<file path="src/rtl/icache_fetch_controller.sv">
// Direct-mapped, read-only instruction cache with a single-line refill sequencer.
// Hits return data combinationally; misses stall fetch for MEM_LATENCY wait cycles.
module icache_fetch_controller #(
    parameter int LINES       = 8,
    parameter int IDX_BITS    = 3,
    parameter int MEM_LATENCY = 3,
    parameter int CNT_W       = 16
) (
    input  logic             clk_i,
    input  logic             rst_ni,
    input  logic             fetch_req_i,
    input  logic [31:0]      pc_address_i,
    input  logic             flush_i,
    output logic [31:0]      instruction_out_o,
    output logic             stall_o,
    output logic [31:0]      mem_address_o,
    input  logic [31:0]      mem_data_in_i,
    output logic [CNT_W-1:0] hit_count_o,
    output logic [CNT_W-1:0] miss_count_o,
    output logic             state_o
);
    // Handshake: stall_o=0 means instruction_out_o is valid this cycle and the PC may advance;
    // stall_o=1 means the fetch stage must hold pc_address_i and re-present it next cycle.
    localparam logic ST_IDLE = 1'b0;
    localparam logic ST_WAIT = 1'b1;
    localparam int CW    = (MEM_LATENCY > 1) ? $clog2(MEM_LATENCY) : 1;
    localparam int TAG_W = 30 - IDX_BITS;
    localparam logic [CW-1:0] CNT_INIT = CW'(MEM_LATENCY - 1);

    logic                state_q, state_d;
    logic [CW-1:0]       cnt_q, cnt_d;
    logic [31:0]         mem_addr_q, mem_addr_d;
    logic [CNT_W-1:0]    hit_q, hit_d, miss_q, miss_d;
    logic [LINES-1:0]    valid_q, valid_d;
    logic [TAG_W-1:0]    tag_q [LINES];
    logic [31:0]         data_q [LINES];

    logic                fill;
    logic                stall_c;
    logic [31:0]         instr_c;
    logic [IDX_BITS-1:0] idx, fill_idx;
    logic [TAG_W-1:0]    tag, fill_tag;
    logic                hit;
    logic                unused_low_bits;

    assign idx      = pc_address_i[IDX_BITS+1:2];
    assign tag      = pc_address_i[31:IDX_BITS+2];
    assign fill_idx = mem_addr_q[IDX_BITS+1:2];
    assign fill_tag = mem_addr_q[31:IDX_BITS+2];
    assign hit      = fetch_req_i & valid_q[idx] & (tag_q[idx] == tag);
    assign unused_low_bits = ^pc_address_i[1:0];

    always_comb begin
        state_d    = state_q;
        cnt_d      = cnt_q;
        mem_addr_d = mem_addr_q;
        hit_d      = hit_q;
        miss_d     = miss_q;
        valid_d    = valid_q;
        fill       = 1'b0;
        stall_c    = 1'b0;
        instr_c    = 32'h0;
        case (state_q)
            ST_IDLE: begin
                // Flush takes priority over lookup and suppresses counting.
                if (flush_i) begin
                    stall_c = 1'b1;
                    valid_d = '0;
                end else if (hit) begin
                    instr_c = data_q[idx];
                    if (hit_q != '1) hit_d = hit_q + 1'b1;
                end else if (fetch_req_i) begin
                    stall_c    = 1'b1;
                    mem_addr_d = pc_address_i;
                    cnt_d      = CNT_INIT;
                    state_d    = ST_WAIT;
                    if (miss_q != '1) miss_d = miss_q + 1'b1;
                end
            end
            ST_WAIT: begin
                stall_c = 1'b1;
                if (flush_i) begin
                    valid_d = '0;
                    state_d = ST_IDLE;
                end else if (cnt_q == '0) begin
                    fill              = 1'b1;
                    valid_d[fill_idx] = 1'b1;
                    state_d           = ST_IDLE;
                end else begin
                    cnt_d = cnt_q - 1'b1;
                end
            end
            default: state_d = ST_IDLE;
        endcase
    end

    always_ff @(posedge clk_i or negedge rst_ni) begin
        if (!rst_ni) begin
            state_q    <= ST_IDLE;
            cnt_q      <= '0;
            mem_addr_q <= '0;
            hit_q      <= '0;
            miss_q     <= '0;
            valid_q    <= '0;
        end else begin
            state_q    <= state_d;
            cnt_q      <= cnt_d;
            mem_addr_q <= mem_addr_d;
            hit_q      <= hit_d;
            miss_q     <= miss_d;
            valid_q    <= valid_d;
        end
    end

    // Tag/data storage needs no reset: the valid bits gate every read.
    always_ff @(posedge clk_i) begin
        if (fill) begin
            tag_q[fill_idx]  <= fill_tag;
            data_q[fill_idx] <= mem_data_in_i;
        end
    end

    assign stall_o           = rst_ni & stall_c;
    assign instruction_out_o = rst_ni ? instr_c : 32'h0;
    assign mem_address_o     = mem_addr_q;
    assign hit_count_o       = hit_q;
    assign miss_count_o      = miss_q;
    assign state_o           = state_q;
endmodule

</file>
<file path="config.mk">
export PLATFORM = sky130hd
export DESIGN_NAME = icache_fetch_controller
export DESIGN_NICKNAME = d
export VERILOG_FILES = /design/src/rtl/icache_fetch_controller.sv
export SDC_FILE = /design/constraint.sdc
export NUM_CORES = 1
export LEC_CHECK = 0
export ABC_AREA = 1
export CELL_PAD_IN_SITES_DETAIL_PLACEMENT = 1
export CELL_PAD_IN_SITES_GLOBAL_PLACEMENT = 1
export CORE_ASPECT_RATIO = 1.25
export CORE_MARGIN = 2
export CORE_UTILIZATION = 32
export CTS_BUF_LIST = sky130_fd_sc_hd__clkbuf_8 sky130_fd_sc_hd__clkbuf_16
export CTS_CLUSTER_DIAMETER = 40
export DETAILED_ROUTE_END_ITERATION = 6
export MAX_ROUTING_LAYER = met4
export PLACE_DENSITY_LB_ADDON = 0.1
export SLEW_MARGIN = 20
export SYNTH_ARGS = -nofsm -noshare
export SYNTH_HDL_FRONTEND = slang
export SYNTH_SLANG_ARGS = --single-unit
</file>
<file path="constraint.sdc">
create_clock -name clk_i -period 4.2 [get_ports clk_i]
set_input_delay 0.63 -clock clk_i [delete_from_list [all_inputs] [get_ports clk_i]]
set_output_delay 0.63 -clock clk_i [all_outputs]
set_load 0.02 [all_outputs]
</file>
==> metrics.md, run 1 <==
| Metric | Value |
|---|---|
| Die Area | 76900 um^2 |
| Layout cells sized above 1 | 9.95% |
| # rows | 112 |
| Post-CTS Setup Bufs | 0 |
| Critical-path cell list | buf_6 > inv_8 > buf_16 > buf_12 > nand2_1 > nand3_1 > nand3_1 > nand2_1 > nand2_1 > nand2_1 > nand2_1 > nor2_1 > nand3_1 > nor2_2 > buf_4 > nor2_2 > o21a_1 > clkdlybuf4s50_1 |
| Initial antenna violation count | 2 |
| Multi-input logic area | ~6400 um^2 |
| RSZ-0062 raised after global routing | no |
| Type of the worst min-delay path | in -> async |
| Total power | 0.0160 W |
| Fill count | 8233 |
| CP Class | in -> out |
| Post-route clock period utilization | 93.7% |
| DR vias | 17576 |
| Req. time, crit path | about 3.6 ns |
| Overall routed net length | 75.6 mm |
| Synth async-reset ratio | around 14% |
| Critical-path top delay cell | clkdlybuf4s50_1 |
| Slew margin rel. | 47.3% |
| Vias in the first global route | 18699 |
| Final core utilization | 41.2% |
| CTS tree | built |
| Setup crit start kind | input port |
| Yosys reg bits | 547 |
| Status | complete, no violations |
| Number of routed nets with antenna violations | 0 |
| DP HPWL | 45.6 mm |
| Most used cell along the critical path | nand2_1 |
| H-tree lvl count | 3 |
| Max Cap Viol | 0 |
| Ys Warns | 0 |
| Dpl cell area | 27000 um^2 |
| Dominant synthesized flop cell | edfxtp_1 |
| Critical R2R Launch | tag_q[3][11] |
| Final Cell Area | slightly above 30000 um^2 |
| Worst VDD drop | 358 uV |
| Arrival time worst endpoint | 3.30 ns |
| Max incr delay on CP | roughly 0.53 ns |
| Reg2reg setup slack | 1.55 ns |
| Clk_skew | 0.0329 ns |
| Mapped cell area | approximately 24000 um^2 |
| DR WL/cell | ~21 um |
| Critical path launch point | pc_address_i[2] |
| First-pass iteration count of the detailed router | 4 |
| Register Area | 16100 um^2 |
| Syn Inst Count | 2329 |
| GRT Resource Usage Total | 20.5% |
| Fin nets | roughly 2600 |
| DR vias/cell | 4.88 |
| Post-synth EDFFs | 472 |
| Max-slew violation count | 0 |
| Worst-Margin Slew | 0.789 ns |
| Clock sink total | between 500 and 600 |
| Clock input transition at the sequential cells of the worst setup and hold paths | 0.06 ns |
| Largest net degree at the start of global routing | 64 |
| Yosys cell types | 29 |
| Skew-Pair Late Insertion Delay | about 0.66 ns |
| Most frequent cells in the layout | nand2_1, edfxtp_1, nor2_1 |
| Setup_tns | 0 ns |
| Sequential share of the synthesized area | approximately two thirds |
| Crit. End Element | output pin |
| Global route total overflow | 0 |
| Die height | 309 um |
| Initial drt markers | 809 |
| Initial Util | 32.2% |
| Synthesis-to-finish area growth | 28.0% |
| CTS root buffer | clkbuf_16 |
| Commonest non-fill, non-tap cell in the layout | nand2_1 |
| Die W | 248 um |
| Drc violations | 0 |
| Max Fclk | about 250 MHz |
| Ports | 166 |
| CTS Buf Count | 95 |
| Syn avg cell area | 10.3 um^2 |
| Port bufs | approximately 170 |
| CTS max path bufs | 3 |
| Setup violations, final | 0 |
| Fin crit period | 3.93 ns |
| PD cells | 523 nW/um^2 |
| Syn Nets | 2400 |
| RD Place Congestion | 0.819 |
| Crit Path Max Fanout | 18 |
| Core area | 74300 um^2 |
| Final Hold Viols | 0 |
| P_leak | approximately 13 nW |
| Global-route wire length before repair | 115 mm |
## final timing paths
| path | end | cells past startpoint |
|---|---|---|
| min in group clk_i | valid_q[7] | 2 |
| hold reg to reg | valid_q[7] | 2 |
| setup reg to reg | miss_count_o[6] | 17 |
| setup / recovery | stall_o | 18 |
| max in group asynchronous | mem_address_o[21] | 2 |
| hold / removal | mem_address_o[25] | 2 |
## critical path: cells and delay by family
kind            cells  cell delay [ns]
buf+inv             6             1.39
simple gates       11             1.08
compound gates      1             0.17
## through the flow
stage	hold slack [ns]	setup WS, ns	std cells
global placement	0.462	0.115	3420
CTS	0.165	0.0479	3599
finish	0.186	0.265	3603
global route	0.214	0.0308	3603
floorplan	0.334	-0.00665	2329
detailed placement	0.482	0.0749	3420
## synth_stat cells (6+ instances only)
master,n,area share (%)
o21ai_1,6,0.13
xnor2_1,7,0.26
buf_6,9,0.42
buf_4,16,0.50
nand3_1,206,4.3
nor3_1,12,0.25
dfrtp_1,75,7.9
o221ai_1,32,1.2
xor2_1,15,0.55
nor2_1,299,4.7
buf_2,29,0.61
edfxtp_1,472,59
clkbuf_1,57,0.90
nand4_1,32,0.84
o21ai_0,222,4.7
inv_1,247,3.9
nand2_1,574,9.0
## what timing repair did
item | 4_1_cts | 5_1_grt
resized for setup | 0 | 37
hold buffers | 0 | 0
setup endpoints to repair | 0 | 33
## layout make-up
class / instances / share of cell area (%)
Multi-Input combinational cell: 1420 / 20.9
Tap cell: 969 / 3.97
Clock buffer: 98 / 7.98
Clock inverter: 81 / 3.06
Sequential cell: 547 / 52.5
Antenna cell: 2 / 0.0164
Timing Repair Buffer: 236 / 8.47
Inverter: 250 / 3.10
## metal layers
| layer | up-vias | routed length, um | part of all wire, % | global-route usage [%] |
|---|---|---|---|---|
| li1 | 8302 | - | - | - |
| met1 | 8863 | 32900 | 43 | 24.8 |
| met2 | 292 | 37700 | 50 | 34.4 |
| met3 | 119 | 2990 | 4.0 | 3.36 |
| met4 | 0 | 2090 | 2.8 | 7.27 |
| met5 | - | 0 | 0 | - |
## power breakdown
| group | switching (W) | internal [W] | total (W) | leakage, nW |
|---|---|---|---|---|
| clock | 0.00290 | 0.00520 | 0.00810 | 1.64 |
| sequential | 0.000257 | 0.00624 | 0.00649 | 5.23 |
| combinational | 0.000906 | 0.000493 | 0.00140 | 5.88 |
## cell families (layout without fill, tap and decap cells)
kind of cell / after synthesis / after routing / share of synthesized area, %
adder cells (fa/ha/maj): 3 / 3 / 0.157
other: 0 / 2 / 0
XOR/XNOR: 22 / 22 / 0.807
flip-flops: 547 / 547 / 67.2
buffers and inverters: 362 / 665 / 6.38
AO/OA/AOI/OAI: 264 / 264 / 6.04
AND/OR/NAND/NOR: 1131 / 1131 / 19.4
## flip-flops by register name (all words and copies together) (netlist names)
signal / flops
hit_count_o: 16
mem_address_o: 32
miss_count_o: 16
tag_q: 216
cnt_q: 2
state_o: 1
valid_q: 8
data_q: 256
Power figures use the tool's default switching activity.
==> inputs of run 2 (changes only) <==
==> constraint.sdc (replaced) <==
create_clock -name clk_i -period 4.2 [get_ports clk_i]
set_input_delay 0.42 -clock clk_i [delete_from_list [all_inputs] [get_ports clk_i]]
set_output_delay 0.42 -clock clk_i [all_outputs]
set_load 0.02 [all_outputs]
==> run 2 against run 1 <==
Against the previous run: hold slack better by 0.17 ns; sequential power is essentially flat; non-clock buffer count fell by 14; setup slack improved by 0.00081 ns; clock power is 1% higher; global-route usage grew 0.13 points; fmax hardly changed; die area is the same; clock skew down 0.0075 ns; highest routed layer unchanged.
==> metrics.md, run 2 (synthesis results as in run 1) <==
| Metric | Value |
|---|---|
| Status | complete, no violations |
| Fin nets | 2606 (-0.57%) |
| Port bufs | 165 (unchanged) |
| P_leak | 12.2 nW (-4.2%) |
| Initial antenna violation count | 4 (+2) |
| Global route total overflow | 0 (unchanged) |
| Fin crit period | 3.93 ns (-0.000808 ns) |
| Die Area | 76900 um^2 (unchanged) |
| Most frequent cells in the layout | nand2_1, edfxtp_1, nor2_1 |
| Global-route wire length before repair | 115 mm (+0.62%) |
| DR vias/cell | 4.85 (-0.49%) |
| Final Hold Viols | 0 (unchanged) |
| Max reg flops | 256 (unchanged) |
| Max-slew violation count | 0 (unchanged) |
| Overall routed net length | 75.2 mm (-0.51%) |
| Commonest non-fill, non-tap cell in the layout | nand2_1 |
| RSZ-0062 raised after global routing | yes |
| Drc violations | 0 (unchanged) |
| DR vias | 17427 (-0.85%) |
| RD Place Congestion | 0.788 (-3.7%) |
| Clock sink total | 547 (unchanged) |
| Placed Instances | 3407 (-0.38%) |
| Post-route clock period utilization | 93.7% (about the same) |
| Non-filler cells, final | 3590 (-0.36%) |
| First-pass iteration count of the detailed router | 5 (+1) |
| Req. time, crit path | 3.78 ns (+0.21 ns) |
| Die height | 309 um (unchanged) |
| Type of the worst min-delay path | in -> reg |
| Post-CTS Setup Bufs | 0 (unchanged) |
| Most flops, register | data_q |
| Setup WS pre-CTS | 0.131 ns (+0.0564 ns) |
| Vias in the first global route | 18828 (+0.69%) |
| CP Class | reg -> out |
| Crit Path Max Fanout | 19 (+1) |
| Largest net degree at the start of global routing | 90 (+41%) |
| WHS | 0.357 ns (+0.171 ns) |
| Max Cap Viol | 0 (unchanged) |
| CTS max path bufs | 3 (unchanged) |
| Ports | 166 (unchanged) |
| Arrival time worst endpoint | 3.51 ns (+0.21 ns) |
| Setup WS post-layout | 0.266 ns (+0.000808 ns) |
| GRT Resource Usage Total | 20.6% (+0.13 points) |
| Setup crit start kind | flop |
| Clock input transition at the sequential cells of the worst setup and hold paths | 0.06 ns (about the same) |
| CTS tree | built |
| Number of routed nets with antenna violations | 0 (unchanged) |
| CTS Buf Count | 94 (-1.1%) |
| Max Fclk | 254 MHz (about the same) |
| Layout cells sized above 1 | 9.21% (-0.75 points) |
| DR WL/cell | 20.9 um (-0.15%) |
| Core area | 74300 um^2 (unchanged) |
| Synthesis-to-finish area growth | 26.9% |
| Skew-Pair Late Insertion Delay | 0.65 ns (about the same) |
| Setup violations, final | 0 (unchanged) |
| PD cells | 530 nW/um^2 (+1.3%) |
| H-tree lvl count | 3 (unchanged) |
| Die W | 248 um (unchanged) |
| Worst-Margin Slew | 0.855 ns (+0.0659 ns) |
| DP HPWL | 45.4 mm (-0.48%) |
| Reg2reg path depth | 16 (-1) |
| Crit. End Element | output pin |
| CTS root buffer | clkbuf_16 |
| Slew margin rel. | 42.9% (-4.4 points) |
| Initial drt markers | 851 (+5.2%) |
| Fill count | 8175 (-0.70%) |
| Worst Hold Depth | 3 |
| Clk_skew | 0.0254 ns (-0.00747 ns) |
| Worst VDD drop | 378 uV (+5.8%) |
| Initial Util | 32.2% (unchanged) |
| # rows | 112 (unchanged) |
run 2: cell count changes in the layout (fill, tap and decap cells not counted), sizes merged:
cell           previous run  this run
clkinv                   24        19
buf                      73        60
clkdlybuf4s50           129       154
diode                     2         4
bufinv                   15        17
dlymetal6s2s             32         7
inv                     275       278
clkbuf                  100       104
dlygate4sd3               0         1
clkinvlp                 17        10
run 2: worst paths after layout:
check                                     to  slack [ns]              from
hold / removal              mem_address_o[0]        0.36   pc_address_i[0]
max in group asynchronous  mem_address_o[21]        3.24            rst_ni
hold reg to reg             mem_address_o[0]        0.48  mem_address_o[0]
setup / recovery                     stall_o        0.27       tag_q[4][3]
min in group asynchronous     hit_count_o[2]        0.50            rst_ni
setup reg to reg             miss_count_o[3]        1.54       tag_q[4][3]
run 2: through the flow:
step	utilization, %	cell area, um^2	TNS (ns)	power (W)
floorplan	-	23900	0	0.00723
global placement	36.2	26900	0	0.00798
detailed placement	36.2	26900	0	0.00802
CTS	40.8	30300	0	0.0163
global route	40.8	30300	-0.00723	0.0167
finish	40.8	30300	0	0.0161
run 2: final cells by class:
type / instances / area [um^2] / share of cell area, %
antenna: 4 / 10.0 / 0.0330
clock buffer: 104 / 2520 / 8.32
clock inverter: 74 / 885 / 2.92
inverter: 250 / 946 / 3.12
multi-input combinational: 1420 / 6390 / 21.1
sequential: 547 / 16100 / 52.9
tap: 969 / 1210 / 4.00
timing repair buffer: 222 / 2300 / 7.60
run 2: worst max-delay path: stages, from the launching register on:
cell and delay [ns]:
edfxtp_1 0.36, nor2_1 0.10, nor2_1 0.05, nand2_1 0.09
nand3_1 0.09, nand2_1 0.09, nand2_1 0.10, nand2_1 0.19
nor2_1 0.06, nand2_1 0.07, nor2_1 0.05, nand2_1 0.13
nor2_4 0.07, nor2_2 0.63, o21a_1 0.19, clkdlybuf4s50_1 0.60
run 2: power by group:
| part | internal, W | switching [W] | total (W) |
|---|---|---|---|
| registers | 0.00624 | 0.000261 | 0.00650 |
| logic | 0.000475 | 0.000899 | 0.00137 |
| clock network | 0.00539 | 0.00281 | 0.00820 |
run 2: repair_timing:
action | 4_1_cts | 5_1_grt
endpoints found under the setup margin | 1 | 32
hold buffers | 1 | 0
endpoints found under the hold margin | 75 | 0
gates resized for setup | 1 | 8
run 2: routing by layer:
layer	track usage [%]	wire length [um]	share of wire [%]	vias to the layer above
li1	-	-	-	8264
met1	24.9	31900	42	8777
met2	35.3	38600	51	278
met3	3.49	3100	4.1	108
met4	5.84	1600	2.1	0
met5	-	0	0	-
